**src/rtl/aurora_tx_frame_gen.sv**
```systemverilog
// aurora_tx_frame_gen: numbered fixed-length frame source for the Aurora TX AXI-stream port.
// Each frame is one header word {HEADER_TAG, seq} and FRAME_LEN-1 payload words, followed
// by GAP_CYCLES idle cycles. Generation runs only while the Aurora channel is up.
// Build macro TX_FRAME_GEN_LFSR_EN: payload words come from a 32-bit Fibonacci LFSR
// (x^32+x^22+x^2+x+1) that advances on accepted payload beats only; when undefined the
// payload is the {seq, beat} counter pattern and no LFSR logic exists.
module aurora_tx_frame_gen #(
    parameter int unsigned FRAME_LEN  = 16,
    parameter int unsigned GAP_CYCLES = 4,
    parameter logic [15:0] HEADER_TAG = 16'hCAFE
) (
    input  logic        USER_CLK,
    input  logic        RESET,
    input  logic        CHANNEL_UP,
    input  logic        GEN_EN,
    output logic [0:31] TX_TDATA_O,
    output logic        TX_TVALID_O,
    output logic [0:3]  TX_TKEEP_O,
    output logic        TX_TLAST_O,
    input  logic        TX_TREADY_IN,
    output logic [31:0] FRAME_CNT_O,
    output logic [15:0] ABORT_CNT_O,
    output logic        BUSY_O
);

    localparam int unsigned BEAT_W    = 16;
    localparam int unsigned GAP_W     = (GAP_CYCLES > 1) ? $clog2(GAP_CYCLES) : 1;
    localparam logic [BEAT_W-1:0] LAST_BEAT = BEAT_W'(FRAME_LEN - 1);

    localparam logic [1:0] ST_IDLE    = 2'd0;
    localparam logic [1:0] ST_HEADER  = 2'd1;
    localparam logic [1:0] ST_PAYLOAD = 2'd2;
    localparam logic [1:0] ST_GAP     = 2'd3;

    logic [1:0]        state_q, state_d;
    logic [31:0]       tdata_q, tdata_d;
    logic              tvalid_q, tvalid_d;
    logic [3:0]        tkeep_q, tkeep_d;
    logic              tlast_q, tlast_d;
    logic              busy_q, busy_d;
    logic [BEAT_W-1:0] beat_q, beat_d;
    logic [15:0]       seq_q, seq_d;
    logic [GAP_W-1:0]  gap_q, gap_d;
    logic [31:0]       frame_cnt_q, frame_cnt_d;
    logic [15:0]       abort_cnt_q, abort_cnt_d;

    logic              hs;
    logic              abort;
    logic [BEAT_W-1:0] beat_nxt;
    logic [31:0]       payload;

`ifdef TX_FRAME_GEN_LFSR_EN
    logic [31:0] lfsr_q, lfsr_d, lfsr_adv;

    function automatic logic [31:0] lfsr_step(input logic [31:0] v);
        return {v[30:0], v[31] ^ v[21] ^ v[1] ^ v[0]};
    endfunction
`endif

    // Next-state, next-output and counter logic
    always_comb begin
        state_d     = state_q;
        tdata_d     = tdata_q;
        tvalid_d    = tvalid_q;
        tlast_d     = tlast_q;
        beat_d      = beat_q;
        seq_d       = seq_q;
        gap_d       = gap_q;
        frame_cnt_d = frame_cnt_q;
        abort_cnt_d = abort_cnt_q;
        abort       = 1'b0;
        hs          = tvalid_q & TX_TREADY_IN;
        beat_nxt    = (state_q == ST_HEADER) ? BEAT_W'(1) : beat_q + BEAT_W'(1);
`ifdef TX_FRAME_GEN_LFSR_EN
        // The word being presented next is always one step ahead of the committed state
        lfsr_adv    = (state_q == ST_PAYLOAD && hs) ? lfsr_step(lfsr_q) : lfsr_q;
        lfsr_d      = lfsr_adv;
        payload     = lfsr_step(lfsr_adv);
`else
        payload     = {seq_q, beat_nxt};
`endif

        case (state_q)
            ST_IDLE: begin
                if (CHANNEL_UP && GEN_EN) begin
                    state_d  = ST_HEADER;
                    tvalid_d = 1'b1;
                    tdata_d  = {HEADER_TAG, seq_q};
                    tlast_d  = 1'b0;
                end
            end
            ST_HEADER: begin
                if (!CHANNEL_UP) begin
                    abort = 1'b1;
                end else if (hs) begin
                    state_d = ST_PAYLOAD;
                    beat_d  = beat_nxt;
                    tdata_d = payload;
                    tlast_d = (beat_nxt == LAST_BEAT);
                end
            end
            ST_PAYLOAD: begin
                if (hs && tlast_q) begin
                    // Completion wins over a simultaneous channel drop
                    seq_d       = seq_q + 16'd1;
                    frame_cnt_d = frame_cnt_q + 32'd1;
                    beat_d      = '0;
                    tlast_d     = 1'b0;
                    if (GAP_CYCLES != 0) begin
                        state_d  = ST_GAP;
                        gap_d    = '0;
                        tvalid_d = 1'b0;
                    end else if (CHANNEL_UP && GEN_EN) begin
                        state_d  = ST_HEADER;
                        tvalid_d = 1'b1;
                        tdata_d  = {HEADER_TAG, seq_d};
                    end else begin
                        state_d  = ST_IDLE;
                        tvalid_d = 1'b0;
                    end
                end else if (!CHANNEL_UP) begin
                    abort = 1'b1;
                end else if (hs) begin
                    beat_d  = beat_nxt;
                    tdata_d = payload;
                    tlast_d = (beat_nxt == LAST_BEAT);
                end
            end
            ST_GAP: begin
                if (!CHANNEL_UP) begin
                    state_d = ST_IDLE;
                    gap_d   = '0;
                end else if (32'(gap_q) + 32'd1 >= GAP_CYCLES) begin
                    gap_d = '0;
                    if (GEN_EN) begin
                        state_d  = ST_HEADER;
                        tvalid_d = 1'b1;
                        tdata_d  = {HEADER_TAG, seq_q};
                        tlast_d  = 1'b0;
                    end else begin
                        state_d = ST_IDLE;
                    end
                end else begin
                    gap_d = gap_q + GAP_W'(1);
                end
            end
            default: begin
                state_d = ST_IDLE;
            end
        endcase

        // Channel loss mid-frame: drop valid, keep seq so the frame is retried
        if (abort) begin
            state_d  = ST_IDLE;
            tvalid_d = 1'b0;
            tlast_d  = 1'b0;
            beat_d   = '0;
            if (abort_cnt_q != 16'hFFFF) begin
                abort_cnt_d = abort_cnt_q + 16'd1;
            end
        end

        tkeep_d = tvalid_d ? 4'hF : 4'h0;
        busy_d  = (state_d == ST_HEADER) || (state_d == ST_PAYLOAD);
    end

    // State and output registers
    always_ff @(posedge USER_CLK or posedge RESET) begin
        if (RESET) begin
            state_q     <= ST_IDLE;
            tdata_q     <= '0;
            tvalid_q    <= 1'b0;
            tkeep_q     <= '0;
            tlast_q     <= 1'b0;
            busy_q      <= 1'b0;
            beat_q      <= '0;
            seq_q       <= '0;
            gap_q       <= '0;
            frame_cnt_q <= '0;
            abort_cnt_q <= '0;
`ifdef TX_FRAME_GEN_LFSR_EN
            lfsr_q      <= 32'hFFFF_FFFF;
`endif
        end else begin
            state_q     <= state_d;
            tdata_q     <= tdata_d;
            tvalid_q    <= tvalid_d;
            tkeep_q     <= tkeep_d;
            tlast_q     <= tlast_d;
            busy_q      <= busy_d;
            beat_q      <= beat_d;
            seq_q       <= seq_d;
            gap_q       <= gap_d;
            frame_cnt_q <= frame_cnt_d;
            abort_cnt_q <= abort_cnt_d;
`ifdef TX_FRAME_GEN_LFSR_EN
            lfsr_q      <= lfsr_d;
`endif
        end
    end

    assign TX_TDATA_O  = tdata_q;
    assign TX_TVALID_O = tvalid_q;
    assign TX_TKEEP_O  = tkeep_q;
    assign TX_TLAST_O  = tlast_q;
    assign FRAME_CNT_O = frame_cnt_q;
    assign ABORT_CNT_O = abort_cnt_q;
    assign BUSY_O      = busy_q;

endmodule

```
**config.mk**
```make
export PLATFORM = sky130hd
export DESIGN_NAME = aurora_tx_frame_gen
export DESIGN_NICKNAME = d
export VERILOG_FILES = /design/src/rtl/aurora_tx_frame_gen.sv
export SDC_FILE = /design/constraint.sdc
export NUM_CORES = 1
export LEC_CHECK = 0
export BUFFER_PORTS_ARGS = -buffer_cell sky130_fd_sc_hd__buf_2
export CELL_PAD_IN_SITES_DETAIL_PLACEMENT = 1
export CELL_PAD_IN_SITES_GLOBAL_PLACEMENT = 2
export CORE_MARGIN = 2
export CORE_UTILIZATION = 25
export DETAILED_ROUTE_END_ITERATION = 8
export PLACE_DENSITY_LB_ADDON = 0.1
export SYNTH_ARGS = -nofsm -noshare
export SYNTH_HDL_FRONTEND = slang
export SYNTH_SLANG_ARGS = --single-unit
```
**constraint.sdc**
```tcl
create_clock -name USER_CLK -period 9.3 [get_ports USER_CLK]
set_input_delay 0.465 -clock USER_CLK [delete_from_list [all_inputs] [get_ports USER_CLK]]
set_output_delay 0.465 -clock USER_CLK [all_outputs]
set_load 0.02 [all_outputs]
```
==> impl_metrics.tcl <==
set metrics [dict create \
    dieWidth_um 157 \
    start_util_pct 25.6 \
    path_depth 9 \
    worstSetupStartpointType "register" \
    p_int_w 0.00122 \
    cp_slowest_cell "o21ai_1" \
    totalWireLength_um 16200 \
    numCtsBuffers 17 \
    worst_pin_slew_ps 887 \
    placed_area_mm2 0.00656 \
    synth_edf_count 0 \
    yosysSeqAreaShare_pct 51.1 \
    required_ps 9650 \
    p_leak_nw 3.44 \
    endpoint_kind "register" \
    ir_worst_vdd_mv 0.113 \
    synth-main-ff-cell "dfrtp_1" \
    switching_share_pct 37.0 \
    overflow 0 \
    drv_cap 0 \
    first_pass_iters 4 \
    post_cts_buffers 0 \
    finalSetupViolations 0 \
    port_buffers 91 \
    syn_area_mm2 0.00583 \
    cts.path.max_buffers 2 \
    ant_nets 0 \
    power_per_cell_area_mw_per_mm2 269 \
    crit_chain "inv_1 -> ha_1 -> buf_4 -> and2_1 -> a31oi_1 -> or2_1 -> nand2_1 -> o21ai_1 -> a22o_1" \
    pin_count 92 \
    power_frac_comb_pct 30.4 \
    seq_area_mm2 0.00298 \
    num_vias 4475 \
    cp.arrival_ps 3610 \
    place_ws_ps 6010 \
    status "complete, no violations" \
    critPathKind "register to register" \
    fin_tns_setup_ps 0 \
    grt_max_degree 67 \
    crit_buf_inv 2 \
    hold_slack_ps 172 \
    drtIter0Drc 156 \
    rows 55 \
    seq_power_share_pct 32.2 \
    die_y_um 157 \
    post-route-period-util_pct 35.0 \
    die_area_mm2 0.0245 \
    ys_seq_elements 119 \
    cts_sinks 119 \
    cp_top_family "compound AO/OA/AOI/OAI gates" \
    clk_transition_reported_paths_ps 70 \
    final_cell_mix "119 x dfrtp_1, 91 x buf_2, 80 x nand2_1" \
    clockRootBuffer "clkbuf_16" \
    clock_latency_ps 420 \
    gp_congestion 0.772 \
    finalClockSkew_ps 11.7 \
    slew_headroom_pct 40.5 \
    core_mm2 0.0228 \
    post_synth.cell_area_avg_um2 10.3 \
    ff2ff_path_depth 9 \
    total_power_w 0.00194 \
    layout-drive-gt1-share_pct 22.0 \
    hold_path_class "input port to async pin" \
    setup_ws_ps 6040 \
    grt.total_usage_pct 14.0 \
    p_switching_w 0.000719 \
    post_cts_resized 0 \
    final_area_mm2 0.00721 \
    ys.warnings.count 0 \
    remaining_drc_errors 0 \
    post-dp-hpwl_um 11600 \
    final_nets 669 \
    cp_slowest_stage_delay_ps 740 \
    first_global_vias 4796 \
    multiInputGateArea_mm2 0.00264 \
    grt_first_pass_wirelength_um 26700 \
    routedWlPerCell_um 16.5 \
    grt_setup_unrepaired "false" \
    cts_hold_buffers 0 \
    hold_violations 0 \
    fmax_mhz 307 \
    power.share.clock_pct 37.4 \
    htreeDepth 4 \
    synth.distinct_cells 55 \
    fin_crit_ps 3260 \
    synth_cells 565 \
    final_common_cell "dfrtp_1" \
    antenna_found_initial 0 \
    diodes 0 \
    crit_fanout 30 \
    synthArstFlopShare_pct 100 \
    cts_tree "done" \
    slew_violations 0 \
    nFillCells 2572 \
    areaGrowthSynthToFinish_pct 23.7 \
    viasPerCell 4.56 \
    synthesis.nets 579 \
]
[worst register-to-register path: stages, from the launching register on]
cell and delay, ps:
dfrtp_1 440, inv_1 110, ha_1 300, buf_4 270, and2_1 200, a31oi_1 250, or2_1 460, nand2_1 160
o21ai_1 740, a22o_1 270
[cell usage after synthesis (6+ instances only)]
cell      instances  area share (%)
dfrtp_1         119              51
nand2_1          80             5.2
xnor2_1          47             7.1
nor2_1           43             2.8
nand3_1          28             2.4
o21ai_0          26             2.2
xor2_1           25             3.8
a21oi_1          18             1.5
nand4_1          18             1.9
inv_1            14            0.90
a22o_1           13             2.0
clkbuf_1         13            0.84
mux2i_1          13             2.2
and3_1           12             1.3
a31oi_1          10             1.1
and4_1           10             1.5
ha_1              9             1.9
buf_4             8             1.0
nor3_1            6            0.52
[metrics by stage]
stage | util (%) | instances
2_1_floorplan | - | 565
3_3_place_gp | 28.8 | 949
3_5_place_dp | 28.8 | 949
4_1_cts | 31.6 | 981
5_1_grt | 31.6 | 981
6_report | 31.6 | 981
[routing by layer]
layer / up-vias / share of wire (%) / global-route usage, %
met2: 72 / 48 / 23.1
met3: 10 / 3.2 / 3.13
li1: 2150 / - / -
met1: 2243 / 48 / 18.3
met4: 0 / 0.81 / 3.98
met5: - / 0 / 0
[power groups by stage]
stage / Combinational [W] / Sequential (W) / Clock, W
after floorplan: 0.000379 / 0.000680 / 0
after global placement: 0.000593 / 0.000633 / 0
after detailed placement: 0.000607 / 0.000636 / 0
after CTS: 0.000607 / 0.000628 / 0.000744
after global routing: 0.000659 / 0.000637 / 0.000765
final: 0.000590 / 0.000626 / 0.000726
[final cells by class]
type	instances	area share (%)
clock buffers	19	6.28
clock inverters	13	2.66
inverters	14	0.764
multi-input cells	406	36.6
flip-flops and latches	119	41.3
well taps	313	5.43
repair buffers	97	6.94
[final timing paths]
path | end | slack, ps | from
max in group asynchronous | beat_q[3] | 7750 | RESET
worst max-delay path | beat_q[12] | 6040 | state_q[0]
worst max register to register | beat_q[12] | 6040 | state_q[0]
worst min-delay path | FRAME_CNT_O[17] | 170 | RESET
min in group USER_CLK | TX_TKEEP_O[1] | 380 | CHANNEL_UP
worst min register to register | TX_TDATA_O[13] | 460 | TX_TDATA_O[13]
[logic make-up after synthesis]
logic type	share of synthesized area, %
AOI/OAI and AO/OA	9.77
xor gates and xnor gates	10.8
adders and majority gates	1.93
buffers and inverters	3.59
DFF	51.1
muxes	2.68
and+or+nand+nor	20.1
[state kept, by name, indices dropped and copies added (netlist names)]
register	count
TX_TLAST_O	1
FRAME_CNT_O	32
state_q	2
ABORT_CNT_O	16
beat_q	16
gap_q	2
TX_TKEEP_O	1
BUSY_O	1
TX_TDATA_O	32
seq_q	16
Power figures use the tool's default switching activity.
